`src/rtl/tgt_pkg.sv`:
```
// Shared types, sizes and the compact-difficulty (nBits) expansion function
// used by the target streamer and the host-side target readback.
package tgt_pkg;

  typedef enum logic [1:0] {IDLE, EXPAND, ARMED, SEND} tgt_state_t;

  localparam int TGT_W     = 256;
  localparam int WORD_W    = 32;
  localparam int NUM_WORDS = 8;

  // A 288-bit intermediate keeps the bits that spill past 256 visible, so overflow can be detected.
  // A negative or overflowing value expands to zero and raises ovf_or_neg. A zero mantissa is never an error.
  function automatic logic [TGT_W-1:0] nbits_expand(input logic [31:0] nb, output logic ovf_or_neg);
    logic [7:0]   e;
    logic [23:0]  m;
    logic [10:0]  sh;
    logic [287:0] wide;
    e    = nb[31:24];
    m    = nb[23:0];
    wide = {264'd0, m};
    if (e <= 8'd3) begin
      sh   = {(8'd3 - e), 3'b000};
      wide = wide >> sh;
    end else begin
      sh   = {(e - 8'd3), 3'b000};
      wide = wide << sh;
    end
    ovf_or_neg = (m != 24'd0) && (m[23] || (e > 8'd34) || (|wide[287:256]));
    return ovf_or_neg ? '0 : wide[TGT_W-1:0];
  endfunction

endpackage

```
`src/rtl/target_streamer_if.sv`:
```
// Host/comparator-facing signal bundle of the target streamer.
// The master modport is the driving (host/job) side; the slave modport is the streamer.
interface target_streamer_if;
  logic [31:0] nbits;
  logic        nbits_valid;
  logic        nbits_ready;
  logic        start;
  logic        stop;
  logic        stop_ack_comp;
  logic [31:0] target;
  logic        target_we;
  logic        tgt_loaded;
  logic        busy;
  logic        err;
  logic        clamped;

  modport master (
    output nbits, nbits_valid, start, stop, stop_ack_comp,
    input  nbits_ready, target, target_we, tgt_loaded, busy, err, clamped
  );

  modport slave (
    input  nbits, nbits_valid, start, stop, stop_ack_comp,
    output nbits_ready, target, target_we, tgt_loaded, busy, err, clamped
  );
endinterface

```
`src/rtl/nbits_expander.sv`:
```
// Combinational wrapper around nbits_expand: compact nBits word to a 256-bit target.
module nbits_expander
  import tgt_pkg::*;
(
  input  logic [31:0]      nbits,
  output logic [TGT_W-1:0] tgt,
  output logic             ovf_or_neg
);

  always_comb begin
    ovf_or_neg = 1'b0;
    tgt        = nbits_expand(nbits, ovf_or_neg);
  end

endmodule

```
`src/rtl/target_streamer.sv`:
```
// Expands nBits into a 256-bit target and streams it as 8 x 32-bit words, LS word first, on each start.
// Optional clamp to the PoW limit: define TGT_POWLIMIT_CLAMP_EN.
module target_streamer #(
  parameter int          WORD_W          = 32,
  parameter int          NUM_WORDS       = 8,
  parameter logic [31:0] POW_LIMIT_NBITS = 32'h1d00ffff
) (
  input  logic              clk,
  input  logic              rst,
  target_streamer_if.slave  bus
);
  import tgt_pkg::*;

  tgt_state_t           state_q, state_d;
  logic [2:0]           cnt_q, cnt_d;
  logic [TGT_W-1:0]     tgt_q, tgt_d;
  logic [31:0]          nbits_q, nbits_d;
  logic                 err_q, err_d;
  logic [TGT_W-1:0]     raw_tgt;
  logic                 raw_bad;
  logic                 go;
  logic                 accept;
  logic [WORD_W-1:0]    words [NUM_WORDS];

  nbits_expander u_expand (.nbits(nbits_q), .tgt(raw_tgt), .ovf_or_neg(raw_bad));

  genvar gi;
  generate
    for (gi = 0; gi < NUM_WORDS; gi++) begin : g_words
      assign words[gi] = tgt_q[gi*WORD_W +: WORD_W];
    end
  endgenerate

`ifdef TGT_POWLIMIT_CLAMP_EN
  logic [TGT_W-1:0] limit_tgt;
  logic             limit_bad;
  logic             clamped_q, clamped_d;

  nbits_expander u_limit (.nbits(POW_LIMIT_NBITS), .tgt(limit_tgt), .ovf_or_neg(limit_bad));
  assign bus.clamped = clamped_q;
`else
  assign bus.clamped = 1'b0;
`endif

  // start takes priority over a simultaneous nbits offer while armed.
  assign go              = bus.start && bus.stop_ack_comp && !bus.stop;
  assign bus.nbits_ready = (state_q == IDLE) || ((state_q == ARMED) && !go);
  assign accept          = bus.nbits_valid && bus.nbits_ready;

  assign bus.busy       = (state_q == SEND);
  assign bus.tgt_loaded = (state_q == ARMED) || (state_q == SEND);
  assign bus.target_we  = (state_q == SEND) && !bus.stop;
  assign bus.target     = (state_q == SEND) ? words[cnt_q] : '0;
  assign bus.err        = err_q;

  always_comb begin
    state_d = state_q;
    cnt_d   = cnt_q;
    tgt_d   = tgt_q;
    nbits_d = nbits_q;
    err_d   = err_q;
`ifdef TGT_POWLIMIT_CLAMP_EN
    clamped_d = clamped_q;
`endif
    case (state_q)
      IDLE: begin
        if (accept) begin
          nbits_d = bus.nbits;
          state_d = EXPAND;
        end
      end
      EXPAND: begin
        tgt_d   = raw_tgt;
        err_d   = raw_bad;
        state_d = ARMED;
`ifdef TGT_POWLIMIT_CLAMP_EN
        clamped_d = 1'b0;
        if (!raw_bad && !limit_bad && (raw_tgt > limit_tgt)) begin
          tgt_d     = limit_tgt;
          clamped_d = 1'b1;
        end
`endif
      end
      ARMED: begin
        if (go) begin
          cnt_d   = '0;
          state_d = SEND;
        end else if (accept) begin
          nbits_d = bus.nbits;
          state_d = EXPAND;
        end
      end
      SEND: begin
        // A stopped stream is abandoned; the next start begins again at word 0.
        if (bus.stop || (cnt_q == 3'(NUM_WORDS - 1))) begin
          cnt_d   = '0;
          state_d = ARMED;
        end else begin
          cnt_d = cnt_q + 3'd1;
        end
      end
      default: state_d = IDLE;
    endcase
  end

  always_ff @(posedge clk or posedge rst) begin
    if (rst) begin
      state_q <= IDLE;
      cnt_q   <= '0;
      tgt_q   <= '0;
      nbits_q <= '0;
      err_q   <= 1'b0;
`ifdef TGT_POWLIMIT_CLAMP_EN
      clamped_q <= 1'b0;
`endif
    end else begin
      state_q <= state_d;
      cnt_q   <= cnt_d;
      tgt_q   <= tgt_d;
      nbits_q <= nbits_d;
      err_q   <= err_d;
`ifdef TGT_POWLIMIT_CLAMP_EN
      clamped_q <= clamped_d;
`endif
    end
  end

endmodule
```
`src/flat_wrapper.sv`:
```
// flat-port wrapper written by rule: the top's interface ports become plain ports
module target_streamer_flat import tgt_pkg::*;
#(
  parameter int          WORD_W          = 32,
  parameter int          NUM_WORDS       = 8,
  parameter logic [31:0] POW_LIMIT_NBITS = 32'h1d00ffff
)
  (clk, rst, bus_nbits, bus_nbits_valid, bus_start, bus_stop, bus_stop_ack_comp, bus_nbits_ready, bus_target, bus_target_we, bus_tgt_loaded, bus_busy, bus_err, bus_clamped);
  target_streamer_if bus_i ();
  input  logic clk;
  input  logic rst;
  input wire logic [$bits(bus_i.nbits)-1:0] bus_nbits;
  input wire logic [$bits(bus_i.nbits_valid)-1:0] bus_nbits_valid;
  input wire logic [$bits(bus_i.start)-1:0] bus_start;
  input wire logic [$bits(bus_i.stop)-1:0] bus_stop;
  input wire logic [$bits(bus_i.stop_ack_comp)-1:0] bus_stop_ack_comp;
  output wire logic [$bits(bus_i.nbits_ready)-1:0] bus_nbits_ready;
  output wire logic [$bits(bus_i.target)-1:0] bus_target;
  output wire logic [$bits(bus_i.target_we)-1:0] bus_target_we;
  output wire logic [$bits(bus_i.tgt_loaded)-1:0] bus_tgt_loaded;
  output wire logic [$bits(bus_i.busy)-1:0] bus_busy;
  output wire logic [$bits(bus_i.err)-1:0] bus_err;
  output wire logic [$bits(bus_i.clamped)-1:0] bus_clamped;
  assign bus_i.nbits = bus_nbits;
  assign bus_i.nbits_valid = bus_nbits_valid;
  assign bus_i.start = bus_start;
  assign bus_i.stop = bus_stop;
  assign bus_i.stop_ack_comp = bus_stop_ack_comp;
  assign bus_nbits_ready = bus_i.nbits_ready;
  assign bus_target = bus_i.target;
  assign bus_target_we = bus_i.target_we;
  assign bus_tgt_loaded = bus_i.tgt_loaded;
  assign bus_busy = bus_i.busy;
  assign bus_err = bus_i.err;
  assign bus_clamped = bus_i.clamped;
  target_streamer #(.WORD_W(WORD_W), .NUM_WORDS(NUM_WORDS), .POW_LIMIT_NBITS(POW_LIMIT_NBITS)) u_core (.clk(clk), .rst(rst), .bus(bus_i));
endmodule
```
`config.mk`:
```
export PLATFORM = sky130hd
export DESIGN_NAME = target_streamer_flat
export DESIGN_NICKNAME = d
export VERILOG_FILES = /design/src/rtl/tgt_pkg.sv /design/src/rtl/target_streamer_if.sv /design/src/rtl/nbits_expander.sv /design/src/rtl/target_streamer.sv /design/src/flat_wrapper.sv
export SDC_FILE = /design/constraint.sdc
export NUM_CORES = 1
export LEC_CHECK = 0
export BUFFER_PORTS_ARGS = -buffer_cell sky130_fd_sc_hd__buf_2
export CELL_PAD_IN_SITES_DETAIL_PLACEMENT = 1
export CELL_PAD_IN_SITES_GLOBAL_PLACEMENT = 1
export CORE_MARGIN = 2
export CORE_UTILIZATION = 38
export DETAILED_ROUTE_END_ITERATION = 7
export PLACE_DENSITY_LB_ADDON = 0.1
export RECOVER_POWER = 25
export SLEW_MARGIN = 15
export SYNTH_ARGS = -nofsm -noshare
export SYNTH_HDL_FRONTEND = slang
export SYNTH_HIERARCHICAL = 1
export SYNTH_SLANG_ARGS = --single-unit
```
`constraint.sdc`:
```
create_clock -name clk -period 13.45 [get_ports clk]
set_input_delay 2.69 -clock clk [delete_from_list [all_inputs] [get_ports clk]]
set_output_delay 2.69 -clock clk [all_outputs]
set_load 0.005 [all_outputs]
```
After elaboration in Yosys (flattened, before gate mapping)

Cells that the tools add are included.

Word-level logic and storage cells: 57
Bits of input ports: 38
Flip-flop bits (word level): 294

Add/subtract/negate cells: 3
Magnitude comparators: 3
Muxes and demuxes: 16
Eq/ne operators: 7
Reduce and logical (&&, ||, !) cells: 20
Bitwise logic cells: 1
Shifts and indexed selects: 2

Operators by type and width:

| operator                                                        | count |
|---|---|
| two-way mux 288 bit                                             | 1 |
| << shifter 24 x 11 -> 288 bit                                   | 1 |
| right shift 24 x 11 -> 288 bit                                  | 1 |
| two-way mux 256 bit                                             | 1 |
| two-way mux 32 bit                                              | 5 |
| binary-select mux 32 bit (select 3 bit)                         | 1 |
| case mux 32 bit (2 select lines)                                | 1 |
| OR reduction 32 bit                                             | 1 |
| nonzero test 24 bit                                             | 1 |
| greater-than comparator 8 x 6 -> 1 bit (second input constant)  | 1 |
| less-or-equal comparator 8 x 2 -> 1 bit (second input constant) | 1 |
| case mux 2 bit (4 select lines)                                 | 1 |
| subtractor 2 x 8 -> 8 bit (first input constant)                | 1 |
| subtractor 8 x 2 -> 8 bit (second input constant)               | 1 |
| logical AND 1 bit                                               | 6 |
| two-way mux 2 bit                                               | 3 |
| two-way mux 3 bit                                               | 2 |
| case mux 3 bit (2 select lines)                                 | 1 |
| logical OR 1 bit                                                | 5 |
| == test 2 bit (second input constant)                           | 2 |
| >= comparator 4 bit (second input constant)                     | 1 |
| inequality test 2 x 1 -> 1 bit (second input constant)          | 2 |
| NOT 3 -> 4 bit                                                  | 1 |
| AND reduction 2 bit                                             | 2 |
| 7 further kinds                                                 | 9 |

Logic depth before layout (Yosys ltp)

Gate-level depths: netlist of run 1.

Depth after elaboration: 9
Mapped depth: 13
Mapped depth without buffers: 10

Cells and area by module

The synthesis of run 1 kept the hierarchy.

Modules (own cells, without submodules):

| module          | cells an instance | area each (µm²) | instances | sequential area each (µm²) |
|---|---|---|---|---|
| target_streamer | 897               | 13147.6         | 1         | 7357.1 |
| nbits_expander  | 663               | 3671.0          | 1         | 0.0 |

Worst setup path before layout of run 1

No wires, ideal clock.

Path kind: in2out
Start: input bus_stop
End: output bus_nbits_ready
Required time: 10760 ps
Setup slack: 7709 ps
Data arrival time: 3051 ps
Cell stages on the path: 2
Path buffers: 0
Path through: and4b_4 -> nor2_1

Word-level cells in the longest chain between the ends: 5

Ends and longest elaborated chain:

| element            | line                  | RTL |
|---|---|---|
| start: declaration | flat_wrapper.sv:15    | `input wire logic [$bits(bus_i.stop)-1:0] bus_stop;` |
| zero test 1 bit    | target_streamer.sv:46 | `assign go = bus.start && bus.stop_ack_comp && !bus.stop;` |
| logical AND 1 bit  | target_streamer.sv:46 |  |
| zero test 1 bit    | target_streamer.sv:47 | `assign bus.nbits_ready = (state_q == IDLE) \|\| ((state_q == ARMED) && !go);` |
| logical AND 1 bit  | target_streamer.sv:47 |  |
| logical OR 1 bit   | target_streamer.sv:47 |  |
| end: declaration   | flat_wrapper.sv:17    | `output wire logic [$bits(bus_i.nbits_ready)-1:0] bus_nbits_ready;` |

Every way passes these cells.

==> results of run 1 <==
-- power breakdown --
group / switching, mW / internal (mW) / total [mW]
clock network: 0.404 / 0.577 / 0.982
logic: 0.999 / 0.544 / 1.54
registers: 0.266 / 0.946 / 1.21
-- cell type report --
| type | count | area, sq um |
|---|---|---|
| fillers | 4836 | 25500 |
| multi-input cells | 1109 | 8610 |
| flip-flops and latches | 294 | 7360 |
| clock buffers | 51 | 1070 |
| well taps | 592 | 741 |
| repair buffers | 92 | 497 |
| clock inverters | 13 | 116 |
| inverters | 8 | 31.3 |
-- critical path, cell delays in order --
cell and delay (ns):
buf_2 0.10, clkinvlp_2 2.77, buf_4 1.00, buf_4 0.72
-- logic make-up (layout without fill, tap and decap cells) --
kind of cell / after synthesis / after routing / share of synthesized area (%)
AO/OA/AOI/OAI: 215 / 215 / 9.25
XOR/XNOR: 9 / 9 / 0.469
adder cells (fa/ha/maj): 4 / 4 / 0.298
buffers and inverters: 157 / 164 / 4.69
flip-flops: 294 / 294 / 43.7
multiplexers: 443 / 443 / 29.3
other: 1 / 1 / 0.0223
AND/OR/NAND/NOR: 437 / 437 / 12.2
-- worst paths after layout --
kind	cells after the start	to	slack (ns)	from
worst max-delay path	4	u_core/tgt_q[160]$_DFFE_PP0P_	6.57	rst
worst min-delay path	1	u_core/tgt_q[157]$_DFFE_PP0P_	0.50	u_core/tgt_q[157]$_DFFE_PP0P_
worst max register to register	10	u_core/tgt_q[206]$_DFFE_PP0P_	7.22	u_core/nbits_q[27]$_DFFE_PP0P_
worst min register to register	1	u_core/tgt_q[157]$_DFFE_PP0P_	0.50	u_core/tgt_q[157]$_DFFE_PP0P_
max in group clk	10	u_core/tgt_q[206]$_DFFE_PP0P_	7.22	u_core/nbits_q[27]$_DFFE_PP0P_
min in group asynchronous	2	u_core/tgt_q[147]$_DFFE_PP0P_	3.67	rst
-- registers in the layout, indices dropped and copies added (netlist names) --
register and cells:
u_core/bus.err 1, u_core/cnt_q 3, u_core/nbits_q 32, u_core/state_q 2, u_core/tgt_q 256
-- cell usage after synthesis, types with 21 or more instances --
library cell / n / area [sq um]
dfrtp_1: 294 / 7360
mux2_2: 273 / 3070
nor2_1: 244 / 916
mux2i_1: 140 / 1400
buf_2: 68 / 340
o22ai_1: 68 / 425
clkbuf_1: 60 / 225
nand2_1: 54 / 203
a22oi_1: 45 / 338
or2_2: 35 / 219
mux2_4: 29 / 435
a22o_1: 23 / 201
nor4_1: 21 / 131
-- metal layers --
layer	wire length (um)	vias to the layer above	global-route usage (%)
li1	-	5535	-
met4	1520	0	7.71
met2	24200	283	36.7
met5	0	-	0
met1	25400	6436	33.4
met3	2190	97	3.30
-- metrics by stage --
step / area (sq um) / util, %
finish: 18400 / 42.0
global route: 18400 / 42.0
CTS: 18500 / 42.2
detailed placement: 17300 / 39.5
floorplan: 16800 / -
global placement: 17300 / 39.5
==> metrics.txt, run 1 <==
Setup crit end kind=asynchronous set/reset pin; Hold Fails Final Rpt=0; Pleak=8.00 nW; Worst Clk Skew=0.0183 ns; Place WS=7.44 ns; Post-synth ARST share=100%; initial antenna violation count=0; I/O Buffers=74; max-slew violations=217; count of maximum capacitance violations=4; Cells after Synth=1,560; Remaining DRCs=0; H-Tree Depth=2; Main synth FF type=dfrtp_1; total track usage=23.4%; core area=0.0439 sq mm; status=finished, violations left; CTS Sinks=294; GRT overflow=0; Post-Syn Nets=1,602; ANT nets after route=0; Final Setup Violations=0; # rows=77; Cell Area, Synth=roughly 0.017 sq mm; post-DP HPWL=32.9 mm; worst hold slack=0.503 ns; failing checks=capacitance limit, slew limit; clk_lat worst skew=0.56 ns; number of DRC markers in iteration 0=955; total CTS buffers=38; number of synthesized flops with an enable pin=0; WP data required=14.04 ns; CP startpoint kind=input pin; post-CTS setup buffers=0; fin nets=1,585; global-route wire length before repair=83.3 mm; f_max=0.145 GHz; HP Class=flip-flop to flip-flop; # IOs=76; CTS-repair resized insts=0; GPL Wtd Cong=0.818; power density over the cells=203 mW/mm^2; FF+latch count, synth=between 200 and 300; Worst-path clk slew=0.05 ns; Power Total=3.74 mW; most frequent cells in the layout=dfrtp_1, mux2_2, nor2_1; Final Non-Filler Cells=about 2,200; Die Span Y=roughly 210 um; vias post-DR=12,400; CP Class=input pin to asynchronous set/reset pin; Root Buffer=clkbuf_16; leading cell type in the layout, fill and taps excluded=dfrtp_1; CP arrival=7.46 ns; Antenna diodes=0; share of layout cells above drive strength 1=30.6%; CP max FO=between 100 and 150; register area share after synthesis=43.7%; Bufs on Longest Clock Path=3; WL/cell=~25 um; WL final=53.3 mm; CTS hold repair buffers=0; Vias/cell=5.72; setup TNS=0 ns; Netlist cell types=65; synthesis-to-finish area growth=9.58%; final period utilization=between 50% and 60%; fin worst setup slack=6.57 ns; TritonRoute pass-1 iters=5; vias in the first global route=approximately 13,000; die area=~0.046 sq mm; Synth Warn #=6; relative slew slack=-236%; dpl cells=2,095; CTS tree=built; syn avg cell area=10.8 sq um; die width=214 um; maximum number of pins on one net before global-route repair=109; VDD IR max=about 100 uV; min Tclk post-route=6.88 ns; Starting Density=between 30% and 40%; slew at the pin with the worst max-slew slack=5.01 ns; RSZ-0062 raised after global routing=false
Power figures use the tool's default switching activity.
==> run 2, diff against run 1 <==
==> constraint.sdc (replaced) <==
create_clock -name clk -period 7.15 [get_ports clk]
set_input_delay 1.43 -clock clk [delete_from_list [all_inputs] [get_ports clk]]
set_output_delay 1.43 -clock clk [all_outputs]
set_load 0.005 [all_outputs]
==> run 2 against run 1 <==
Against the previous run: the run still ends with capacitance limit, slew limit left; die area unchanged; largest cell class unchanged; clock skew is 0.0063 ns lower; sequential share of layout area shrank 0.41 points; clock-buffer cell count is 5 higher; critical endpoint is now bus_target[15]; non-clock buffer count down 1; hold slack barely moved.
==> metrics.txt, run 2 (synthesized netlist as in run 1, its figures left out) <==
CTS hold repair buffers=0; Bufs on Longest Clock Path=3; H-Tree Depth=2; final period utilization=between 60% and 70%; initial antenna violation count=0; HP Class=flip-flop to flip-flop; maximum number of pins on one net before global-route repair=165; Remaining DRCs=0; RSZ-0062 raised after global routing=false; vias post-DR=12,300; FF-to-FF path depth=9; Root Buffer=clkbuf_16; # IOs=76; Worst-path clk slew=0.06 ns; GPL Wtd Cong=0.858; Antenna diodes=0; global-route wire length before repair=83.0 mm; CP arrival=3.20 ns; WP data required=5.72 ns; most frequent cells in the layout=dfrtp_1, mux2_2, nor2_1; post-DP HPWL=33.8 mm; power density over the cells=around 390 mW/mm^2; setup TNS=0 ns; slowest stage cell, crit path=dfrtp_4; f_max=0.216 GHz; CP Buf/Inv Count=2; fin nets=1,583; leading cell type in the layout, fill and taps excluded=dfrtp_1; post-CTS setup buffers=0; status=finished, violations left; Largest register FFs=256; VDD IR max=266 uV; # rows=77; max-slew violations=~210; ANT nets after route=0; hold path depth=1; slew at the pin with the worst max-slew slack=approximately 2.8 ns; vias in the first global route=between 10,000 and 15,000; Worst Clk Skew=between 0.01 and 0.015 ns; WL final=around 53 mm; Die Span Y=approximately 210 um; fin worst setup slack=roughly 2.5 ns; relative slew slack=-89.1%; core area=0.0439 sq mm; synthesis-to-finish area growth=10.7%; Setup crit end kind=output pin; GRT overflow=0; Hold Fails Final Rpt=0; total CTS buffers=37; CTS-repair resized insts=0; CTS tree=built; worst r2r src=u_core/nbits_q[25]$_DFFE_PP0P_; die width=around 210 um; TritonRoute pass-1 iters=5; Vias/cell=around 5.7; hold endpoint=u_core/bus.err$_DFFE_PP0P_; share of layout cells above drive strength 1=32.1%; Place WS=2.99 ns; Starting Density=38.3%; biggest regs=u_core/tgt_q x256, u_core/nbits_q x32, u_core/cnt_q x3; clk_lat worst skew=0.55 ns; crit path cell chain=buf_12 > mux2i_1 > o22ai_1 > or2_2 > buf_2; count of maximum capacitance violations=2; CP startpoint kind=flip-flop; min Tclk post-route=between 4 and 5 ns; number of DRC markers in iteration 0=~980; total track usage=23.3%; CP max stage delay=1.06 ns; Final Setup Violations=0; CP Class=flip-flop to output pin; Worst path top cell family by delay=flip-flops; failing checks=capacitance limit, slew limit; CP max FO=76; die area=about 0.046 sq mm; hold path start=u_core/bus.err$_DFFE_PP0P_; Pleak=8.15 nW; setup slack, reg-to-reg=between 2 and 3 ns; WL/cell=24.5 um; worst r2r dst=u_core/tgt_q[40]$_DFFE_PP0P_; CTS Sinks=slightly below 300; most flop-heavy register=u_core/tgt_q; I/O Buffers=74
run 2: routing by layer:
layer	global-route usage [%]	vias up	wire [um]
met5	0	-	0
met4	6.04	0	1070
met3	3.06	63	2110
met2	36.8	248	24200
met1	33.8	6421	25700
li1	-	5522	-
run 2: through the flow:
step	instances	hold slack (ns)	power (mW)	instance area (sq um)	utilization, %
detailed placement	2094	0.492	5.24	17400	39.5
floorplan	1560	0.476	4.35	16800	-
global route	2162	0.521	7.57	18600	42.4
global placement	2094	0.486	5.22	17400	39.5
finish	2162	0.504	7.22	18600	42.4
CTS	2162	0.508	7.27	18700	42.5
run 2: worst max path at each step:
stage | cells past startpoint | to | slack, ns | startpoint
after floorplan | 1 | u_core/bus.err$_DFFE_PP0P_ | 1.82 | rst
after global placement | 10 | u_core/tgt_q[241]$_DFFE_PP0P_ | 2.99 | u_core/nbits_q[25]$_DFFE_PP0P_
after detailed placement | 9 | u_core/tgt_q[50]$_DFFE_PP0P_ | 2.99 | u_core/nbits_q[25]$_DFFE_PP0P_
after CTS | 5 | bus_target[15] | 2.42 | u_core/cnt_q[1]$_DFFE_PP0P_
after global routing | 3 | u_core/tgt_q[150]$_DFFE_PP0P_ | 1.89 | rst
final | 5 | bus_target[15] | 2.52 | u_core/cnt_q[1]$_DFFE_PP0P_
run 2: final cells by class:
type	instances	area, sq um
Sequential cell	294	7360
Clock buffer	56	1100
Inverter	8	31.3
Fill cell	4782	25300
Clock inverter	12	193
Multi-Input combinational cell	1109	8680
Timing Repair Buffer	91	518
Tap cell	592	741
run 2: where the power goes:
| part | switching [mW] | internal [mW] | total (mW) |
|---|---|---|---|
| sequential | 0.487 | 1.78 | 2.27 |
| combinational | 1.89 | 1.09 | 2.97 |
| clock | 0.770 | 1.22 | 1.98 |
==> run 3, diff against run 2 <==
==> constraint.sdc (replaced) <==
create_clock -name clk -period 4.5 [get_ports clk]
set_input_delay 0.9 -clock clk [delete_from_list [all_inputs] [get_ports clk]]
set_output_delay 0.9 -clock clk [all_outputs]
set_load 0.005 [all_outputs]
==> run 3 against run 2 <==
Against the previous run: the run still ends with capacitance limit, slew limit left; worst setup slack worse by 1.8 ns; global-route usage shrank 0.27 points; register-to-register slack worse by 2.0 ns; largest cell class unchanged; largest power group unchanged; highest routed layer unchanged.
==> metrics.txt, run 3 (synthesized netlist as in run 1, its figures left out) <==
status=finished, violations left; failing checks=capacitance limit, slew limit; core area=between 0.04 and 0.05 sq mm; share of layout cells above drive strength 1=between 30% and 40%; Remaining DRCs=0; biggest regs=u_core/tgt_q x256, u_core/nbits_q x32, u_core/cnt_q x3; Worst-path clk slew=0.06 ns; # rows=77; ANT nets after route=0; worst setup path startpoint=u_core/cnt_q[1]$_DFFE_PP0P_; GRT overflow=0; CP Class=flip-flop to output pin; number of DRC markers in iteration 0=about 900; f_max=0.262 GHz; slew at the pin with the worst max-slew slack=2.36 ns; maximum number of pins on one net before global-route repair=159; setup slack, reg-to-reg=between 0.8 and 0.9 ns; relative slew slack=-57.4%; fill count=about 4,800; hold path depth=1; vias post-DR=12,200; Worst Clk Skew=~0.022 ns; Largest register FFs=256; WL final=around 53 mm; clk_lat worst skew=around 0.56 ns; CP max FO=48; worst hold slack=roughly 0.5 ns; WP data required=3.60 ns; worst r2r dst=u_core/tgt_q[62]$_DFFE_PP0P_; GPL Wtd Cong=between 0.8 and 0.9; synthesis-to-finish area growth=11.1%; CTS hold repair buffers=0; Starting Density=38.3%; Final Setup Violations=0; Pleak=8.20 nW; Die Span Y=214 um; max-slew violations=133; RSZ-0062 raised after global routing=false; CP arrival=between 2 and 3 ns; global-route wire length before repair=81.8 mm; final period utilization=84.8%; post-DP HPWL=34.4 mm; total track usage=a little under a quarter; VDD IR max=between 400 and 500 uV; CTS-repair resized insts=0; fin nets=1,604; FF-to-FF path depth=11; Vias/cell=about 5.6; power density over the cells=603 mW/mm^2; Post-Route Utilization=42.5%; most frequent cells in the layout=dfrtp_1, mux2_2, nor2_1; die area=0.0460 sq mm; post-CTS setup buffers=0; hold endpoint=u_core/tgt_q[189]$_DFFE_PP0P_; CP startpoint kind=flip-flop; CTS Sinks=294; WL/cell=24.2 um; vias in the first global route=12,900; I/O Buffers=74; Hold Fails Final Rpt=0; Bufs on Longest Clock Path=3; HP Class=flip-flop to flip-flop; leading cell type in the layout, fill and taps excluded=dfrtp_1; count of maximum capacitance violations=2; Antenna diodes=0; hold path start=u_core/tgt_q[189]$_DFFE_PP0P_; H-Tree Depth=2; CTS tree=built; setup TNS=0 ns; min Tclk post-route=3.82 ns; worst r2r src=u_core/nbits_q[27]$_DFFE_PP0P_; Setup crit end kind=output pin; Root Buffer=clkbuf_16; # IOs=76; initial antenna violation count=0; die width=214 um; total CTS buffers=36; most flop-heavy register=u_core/tgt_q; TritonRoute pass-1 iters=5
[run 3: cell count changes in the layout (fill, tap and decap cells not counted), sizes merged]
cell | before | now
clkinv | 6 | 4
bufinv | 4 | 0
buf | 89 | 110
clkbuf | 58 | 61
[run 3: worst max path at each step]
stage	to	slack [ns]	cells after the start
final	bus_target[21]	0.68	5
after global routing	u_core/tgt_q[113]$_DFFE_PP0P_	0.53	3
after CTS	bus_target[4]	0.62	5
after detailed placement	u_core/tgt_q[99]$_DFFE_PP0P_	0.99	11
after global placement	u_core/tgt_q[122]$_DFFE_PP0P_	1.11	8
after floorplan	u_core/bus.err$_DFFE_PP0P_	-0.30	1
[run 3: critical path: stages (launching register included)]
cell and delay, ns:
dfrtp_4 1.03, buf_4 0.47, mux2i_1 0.27, o22ai_1 0.09, or2_2 0.31, buf_2 0.13
[run 3: area by class of cell]
class | count | area (sq um) | area share [%]
multi-input cells | 1109 | 8680 | 46.5
flip-flops and latches | 294 | 7360 | 39.4
well taps | 592 | 741 | 3.96
repair buffers | 113 | 728 | 3.90
clock inverters | 6 | 47.5 | 0.255
clock buffers | 58 | 1090 | 5.85
inverters | 8 | 31.3 | 0.167
[run 3: metal layers]
metal / share of wire [%] / GRT usage, %
met4: 1.7 / 5.07
met2: 46 / 36.4
met3: 4.1 / 3.84
met5: 0 / 0
met1: 49 / 33.2
[run 3: through the flow]
| step | power (mW) | instance area [sq um] | setup WS (ns) | instances |
|---|---|---|---|---|
| after floorplan | 6.91 | 16800 | -0.303 | 1560 |
| after global placement | 8.39 | 17600 | 1.11 | 2116 |
| after detailed placement | 8.44 | 17600 | 0.990 | 2116 |
| after CTS | 11.3 | 18700 | 0.621 | 2180 |
| after global routing | 11.8 | 18700 | 0.526 | 2180 |
| final | 11.3 | 18700 | 0.684 | 2180 |
[run 3: where the power goes]
group | switching, mW | internal (mW)
Combinational | 3.11 | 1.81
Sequential | 0.689 | 2.83
Clock | 1.17 | 1.66
